===== config.mk =====
export PLATFORM = sky130hd
export DESIGN_NAME = de_pipe_reg
export DESIGN_NICKNAME = d
export VERILOG_FILES = /design/src/rtl/de_pipe_reg.sv
export SDC_FILE = /design/constraint.sdc
export NUM_CORES = 1
export LEC_CHECK = 0
export ABC_AREA = 1
export BUFFER_PORTS_ARGS = -buffer_cell sky130_fd_sc_hd__buf_4
export CAP_MARGIN = 5
export CELL_PAD_IN_SITES_DETAIL_PLACEMENT = 0
export CELL_PAD_IN_SITES_GLOBAL_PLACEMENT = 1
export CORE_UTILIZATION = 34
export CTS_BUF_LIST = sky130_fd_sc_hd__clkbuf_16
export DETAILED_ROUTE_END_ITERATION = 6
export PLACE_DENSITY_LB_ADDON = 0.15
export SYNTH_ARGS = -nofsm -noshare
export SYNTH_HDL_FRONTEND = slang
export SYNTH_SLANG_ARGS = --single-unit

===== constraint.sdc =====
create_clock -name clk -period 3.59 [get_ports clk]
set_clock_uncertainty 0.15 [all_clocks]
set_input_delay 0.5385 -clock clk [delete_from_list [all_inputs] [get_ports clk]]
set_output_delay 0.5385 -clock clk [all_outputs]
set_load 0.05 [all_outputs]

===== src/rtl/de_pipe_reg.sv =====
// D->E pipeline register: captures the decoded instruction, PCs and operands,
// inserts bubbles on stall/flush, freezes on hold and counts inserted bubbles.
module de_pipe_reg #(
    parameter logic [31:0] RESET_PC = 32'h0000_3000,
    parameter int unsigned CNT_W    = 16
) (
    input  logic             clk,
    input  logic             reset,
    input  logic [31:0]      IR_D,
    input  logic [31:0]      PC_D,
    input  logic [31:0]      RS_D,
    input  logic [31:0]      RT_D,
    input  logic [31:0]      EXT_D,
    input  logic             stall,
    input  logic             flush,
    input  logic             hold,
    output logic [31:0]      IR_E,
    output logic [31:0]      PC_E,
    output logic [31:0]      PC8_E,
    output logic [31:0]      RS_E,
    output logic [31:0]      RT_E,
    output logic [31:0]      EXT_E,
    output logic [31:0]      lui_E,
    output logic             valid_E,
    output logic [1:0]       Tnew_E,
    output logic [CNT_W-1:0] bubble_cnt
);

    localparam logic [5:0] OpSpecial = 6'b000000;
    localparam logic [5:0] OpLw      = 6'b100011;
    localparam logic [5:0] OpOri     = 6'b001101;
    localparam logic [5:0] OpLui     = 6'b001111;
    localparam logic [5:0] FnAddu    = 6'b100001;
    localparam logic [5:0] FnSubu    = 6'b100011;

    // Cycles until the E-stage result is ready, as seen at E entry.
    function automatic logic [1:0] tnew_of(input logic [31:0] ir);
        logic [1:0] t;
        t = 2'd0;
        case (ir[31:26])
            OpLw:      t = 2'd2;
            OpOri:     t = 2'd1;
            OpLui:     t = 2'd1;
            OpSpecial: begin
                if (ir[5:0] == FnAddu || ir[5:0] == FnSubu) begin
                    t = 2'd1;
                end
            end
            default:   t = 2'd0;
        endcase
        return t;
    endfunction

    logic [31:0]      ir_q, ir_d;
    logic [31:0]      pc_q, pc_d;
    logic [31:0]      pc8_q, pc8_d;
    logic [31:0]      rs_q, rs_d;
    logic [31:0]      rt_q, rt_d;
    logic [31:0]      ext_q, ext_d;
    logic [31:0]      lui_q, lui_d;
    logic             valid_q, valid_d;
    logic [1:0]       tnew_q, tnew_d;
    logic [CNT_W-1:0] cnt_q, cnt_d;

    logic do_bubble;
    logic do_hold;

    // flush outranks hold; hold outranks stall.
    assign do_bubble = flush | (stall & ~hold);
    assign do_hold   = hold & ~flush;

    always_comb begin
        ir_d    = ir_q;
        pc_d    = pc_q;
        pc8_d   = pc8_q;
        rs_d    = rs_q;
        rt_d    = rt_q;
        ext_d   = ext_q;
        lui_d   = lui_q;
        valid_d = valid_q;
        tnew_d  = tnew_q;
        cnt_d   = cnt_q;
        if (do_bubble) begin
            ir_d    = 32'd0;
            pc_d    = PC_D;
            pc8_d   = PC_D + 32'd8;
            rs_d    = 32'd0;
            rt_d    = 32'd0;
            ext_d   = 32'd0;
            lui_d   = 32'd0;
            valid_d = 1'b0;
            tnew_d  = 2'd0;
            if (cnt_q != '1) begin
                cnt_d = cnt_q + 1'b1;
            end
        end else if (!do_hold) begin
            ir_d    = IR_D;
            pc_d    = PC_D;
            pc8_d   = PC_D + 32'd8;
            rs_d    = RS_D;
            rt_d    = RT_D;
            ext_d   = EXT_D;
            lui_d   = {IR_D[15:0], 16'b0};
            valid_d = 1'b1;
            tnew_d  = tnew_of(IR_D);
        end
    end

    always_ff @(posedge clk) begin
        if (!reset) begin
            ir_q    <= 32'd0;
            pc_q    <= RESET_PC;
            pc8_q   <= RESET_PC + 32'd8;
            rs_q    <= 32'd0;
            rt_q    <= 32'd0;
            ext_q   <= 32'd0;
            lui_q   <= 32'd0;
            valid_q <= 1'b0;
            tnew_q  <= 2'd0;
            cnt_q   <= '0;
        end else begin
            ir_q    <= ir_d;
            pc_q    <= pc_d;
            pc8_q   <= pc8_d;
            rs_q    <= rs_d;
            rt_q    <= rt_d;
            ext_q   <= ext_d;
            lui_q   <= lui_d;
            valid_q <= valid_d;
            tnew_q  <= tnew_d;
            cnt_q   <= cnt_d;
        end
    end

    assign IR_E       = ir_q;
    assign PC_E       = pc_q;
    assign PC8_E      = pc8_q;
    assign RS_E       = rs_q;
    assign RT_E       = rt_q;
    assign EXT_E      = ext_q;
    assign lui_E      = lui_q;
    assign valid_E    = valid_q;
    assign Tnew_E     = tnew_q;
    assign bubble_cnt = cnt_q;

endmodule


## Word-level counts from Yosys, hierarchy flattened

Index checks and enable logic that the tools add are counted.

- Register bits after elaboration: 227
- Input bits: 165
- Output and inout bits: 243
- Logic and storage cells: 36

- Muxes and demuxes: 6
- Equality and inequality tests: 7
- Reductions and logical operators: 5
- Bitwise operators: 6
- $add $sub $neg: 2

Operator list:

| operator | count |
|---|---|
| two-way mux 32 bit | 4 |
| adder 32 x 4 -> 32 bit (second input constant) | 1 |
| == test 6 bit (second input constant) | 3 |
| adder 16 x 1 -> 16 bit (second input constant) | 1 |
| != test 16 bit (second input constant) | 1 |
| == test 6 x 4 -> 1 bit (second input constant) | 2 |
| logical NOT 6 bit | 1 |
| one-hot mux 2 bit (3 select lines) | 1 |
| OR reduction 2 bit | 2 |
| inverter 1 bit | 3 |
| bitwise AND 1 bit | 2 |
| != test 2 bit (second input constant) | 1 |
| AND reduction 2 bit | 1 |
| logical OR 1 bit | 1 |
| two-way mux 1 bit | 1 |
| bitwise OR 1 bit | 1 |

## Depth between registers and ports, before layout

- Depth in word-level cells: 4
- Mapped depth: 11
- Depth with buffers taken out: 10

## Worst setup path before layout

No wires, ideal clock.

- Path type: reg2reg
- Start point: reg cnt_q[0] (netlist: bubble_cnt[0])
- End point: reg cnt_q[12] (netlist: bubble_cnt[12])
- Data required time: 3.330 ns
- Buffers on the path: 1
- Arrival: 1.738 ns
- Cell stages (with the launch flop): 12
- Setup slack: 1.593 ns
- Cells stage by stage: dfxtp_1 ha_1 nand2_2 nor2_2 nand2_4 nor2_4 nor2_4 buf_6 nand2_1 nand2_1 inv_1 nor2_2

- Word-level cells in the longest chain between the ends: 2
- Elaborated cells on any way between the ends: 3
- Those cells by class: add/sub (1); eq/ne (1); reduce/logical (1)

RTL lines:

| what | line | source |
|---|---|---|
| start, declared | 63 | `logic [CNT_W-1:0] cnt_q, cnt_d;` |
| start signal, assigned | 131 | `cnt_q <= cnt_d;` |
| parallel branches: the longest is 2 deep, another holds adder 16 x 1 -> 16 bit | n/a |  |

Parallel ways; which one is timed is not known.
A chain may end at the register's enable or synchronous reset.

## Final worst setup path

- Start point: reg cnt_q[14] (netlist: bubble_cnt[14])
- End point: out bubble_cnt[14]

RTL lines:

| what | line | source |
|---|---|---|
| end, declared | 26 | `output logic [CNT_W-1:0] bubble_cnt` |

No word-level cell between the ends.

==> flow_summary_export.csv <==
group,metric,value,unit
outcome,status,"finished, final reports clean",
floorplanning,ios,408,
timing,tightest_slew,953,ps
floorplanning,die_w,162,µm
timing,slew_headroom,36.4,%
cts,cts_made_buffers,24,
global_routing,grt_usage,21.3,%
min_path,hold_path.class,"input port to register",
global_routing,busiest_layer,"met2",
drt,wl_per_cell,15.5,µm
logic_synthesis,seq_area_frac_synth,47.7,%
critical_path,crit_slowest_cell,"dfxtp_1",
placement,port_buffers,391,
critical_path,crit_buf_inv,1,
cts,cts_setup_buffers,0,
layout,area_growth,41.7,%
layout,diodes,0,
global_routing,antenna_found_initial,0,
logic_synthesis,syn_inst,1219,
cts,cts.clk_slew.worst_paths,60,ps
floorplanning,die_area,0.0263,mm²
logic_synthesis,ys_types,33,
cts,ctsResizeCount,0,
floorplanning,initial_core_util,34.7,%
global_routing,grt_max_degree,204,
drt,drc,0,
layout,stdcell_count,1904,
global_routing,gr-usage-met3,4.98,%
placement,dpl.hpwl,21000,µm
cts,ctsHoldBuffers,0,
timing,rsz0062_at_grt,"false",
cts,cts-root-buf,"clkbuf_16",
timing,tns,0,ps
cts,clock_path_buffers,3,
global_routing,first_global_vias,7907,
global_routing,overflow,0,
drt,drt_pass1_iterations,6,
timing,holdWs,133,ps
global_routing,grt_pass1_wl,44300,µm
drt,vias,8764,
flow_run,drv_cap,0,
floorplanning,rows,58,
placement,dp.cells,1862,
power,total_power,0.00582,W
drt,ant_nets,0,
critical_path,cp_max_fo,6,
critical_path,critPathTopFamily,"flip-flops",
cts,tritoncts,"built",
layout,drive_gt1_share,29.3,%
cts,htree_levels,1,
power,leakagePower,5.93,nW
critical_path,critical_path.cell_chain,"buf_4",
timing,maxSlewViolCount,0,
critical_path,crit_path_start_kind,"register",
power,ir_drop,0.000298,V
logic_synthesis,synth_area,0.00874,mm²
drt,routed_wl,29400,µm
timing,fmax,524,MHz
drt,first_iter_violations,592,
power,cellPowerDensity,470,mW/mm²
critical_path,worst_ep_arrival_time,1220,ps
timing,finalHoldViolCount,0,
global_routing,grt.met1_usage,26.2,%
critical_path,critPathMaxStageDelay,460,ps
logic_synthesis,synth.ff_latch_count,208,
drt,vias_per_cell,4.60,
floorplanning,core_area,0.0252,mm²
logic_synthesis,avgSynthCellArea,7.17,µm²
cts,clock-sinks,208,
global_routing,grt_use_met2,36.4,%
critical_path,path_class,"register to output pin",
layout,nets,1725,
timing,period_share,53.1,%
placement,place.gp.congestion,0.811,
cts,insertion_delay,510,ps
timing,finalCriticalPeriod,1910,ps
timing,finalSetupViolCount,0,
floorplanning,die_y,162,µm
critical_path,crit_required,2900,ps
logic_synthesis,yosysWarnings,0,
critical_path,endpoint_kind,"output pin",
path summary, 6_finish.rpt:
check	endpoint	startpoint	depth (start not counted)	slack (ps)
setup reg to reg	bubble_cnt[8]$_SDFFE_PN0P_	bubble_cnt[0]$_SDFFE_PN0P_	8	1710
setup / recovery	bubble_cnt[14]	bubble_cnt[14]$_SDFFE_PN0P_	1	1680
hold reg to reg	PC8_E[3]$_SDFFE_PN1P_	PC8_E[3]$_SDFFE_PN1P_	2	310
hold / removal	PC_E[1]$_SDFFE_PN0P_	PC_D[1]	3	130
layout make-up:
class,count,area [µm²]
tap,330,413
sequential,208,4160
inverter,58,223
clock inverter,17,93.8
timing repair buffer,398,3030
multi-input combinational,868,3840
fill,2596,12800
clock buffer,25,626
synth_stat cells:
cell type,count,area share (%)
nand2_1,435,19
dfxtp_1,208,48
a21oi_1,149,8.5
nor2_1,124,5.3
inv_1,57,2.4
nand3_1,50,2.9
buf_2,47,2.7
buf_4,37,3.2
o21ai_0,32,1.8
clkbuf_1,11,0.47
nor2_4,10,1.3
nand2_2,6,0.43
nand4_1,6,0.43
nor2_2,6,0.43
xor2_1,6,0.60
buf_1,4,0.17
and2_1,3,0.21
nand3_2,3,0.34
o21ai_1,3,0.17
or2_2,3,0.21
xnor2_1,3,0.30
ha_1,2,0.29
nand2_4,2,0.26
nor3_1,2,0.11
o211ai_1,2,0.17
a21oi_4,1,0.19
a31oi_1,1,0.072
buf_6,1,0.13
conb_1,1,0.043
inv_2,1,0.043
nand3b_1,1,0.086
o21a_1,1,0.086
o21bai_4,1,0.21
worst reg2reg max path, stage by stage (launching register included):
cell     delay, ps
dfxtp_1        350
ha_1           260
nand2_2         90
nor2_2          40
nand2_4        120
nor2_4          60
nor2_4         410
o21ai_0        180
a21oi_1        150
registers in the layout, summed over array words and instances (netlist names):
register / count
PC_E: 32
RT_E: 32
EXT_E: 32
PC8_E: 29
Tnew_E: 2
bubble_cnt: 16
valid_E: 1
RS_E: 32
IR_E: 32
placed cells by master (no fill, tap or decap):
| cell | netlist | layout |
|---|---|---|
| xor2_1 | 6 | 6 |
| or2_2 | 3 | 3 |
| inv_6 | 0 | 1 |
| inv_1 | 57 | 62 |
| nand4_1 | 6 | 6 |
| a21oi_4 | 1 | 1 |
| nor2_2 | 6 | 6 |
| bufinv_16 | 0 | 1 |
| o21bai_4 | 1 | 1 |
| clkinv_2 | 0 | 3 |
| nand3_1 | 50 | 50 |
| buf_4 | 37 | 395 |
| xnor2_1 | 3 | 3 |
| a21oi_1 | 149 | 149 |
| nor2_4 | 10 | 10 |
| buf_12 | 0 | 3 |
| nand3b_1 | 1 | 1 |
| nor2_1 | 124 | 124 |
| o211ai_1 | 2 | 2 |
| conb_1 | 1 | 16 |
| o21a_1 | 1 | 1 |
| o21ai_1 | 3 | 3 |
| o21ai_0 | 32 | 32 |
| a31oi_1 | 1 | 1 |
| nor3_1 | 2 | 2 |
| and2_1 | 3 | 3 |
| nand2_2 | 6 | 6 |
| ha_1 | 2 | 2 |
| nand2_1 | 435 | 434 |
| clkinv_1 | 0 | 8 |
| nand2_4 | 2 | 3 |
| clkbuf_16 | 0 | 25 |
| nand3_2 | 3 | 3 |
| dfxtp_1 | 208 | 208 |
cells by family after synthesis:
group                      after synthesis  share of synthesized area [%]
and+or+nand+nor                        651                           30.7
buffers and inverters                  158                           9.14
adders and majority gates                2                          0.286
DFF                                    208                           47.7
xor gates and xnor gates                 9                          0.902
AOI/OAI and AO/OA                      190                           11.3
other                                    1                         0.0429
per-layer routing:
metal / share of wire (%) / up-vias
li1: - / 4482
met1: 41 / 3917
met2: 49 / 309
met3: 7.6 / 56
met4: 2.8 / 0
met5: 0 / -
metrics by stage:
step,setup WS (ps),util (%),area [µm²]
2_1_floorplan,1590,-,8790
3_3_place_gp,1310,46.3,11700
3_5_place_dp,1270,46.3,11700
4_1_cts,1640,49.2,12400
5_1_grt,1530,49.2,12400
6_report,1680,49.2,12400
power by group:
part	switching [W]	internal [W]
sequential	0.0000607	0.00241
clock	0.000947	0.00131
combinational	0.000740	0.000348
total	0.00175	0.00407
No activity file was read; power rests on OpenSTA's default activity.
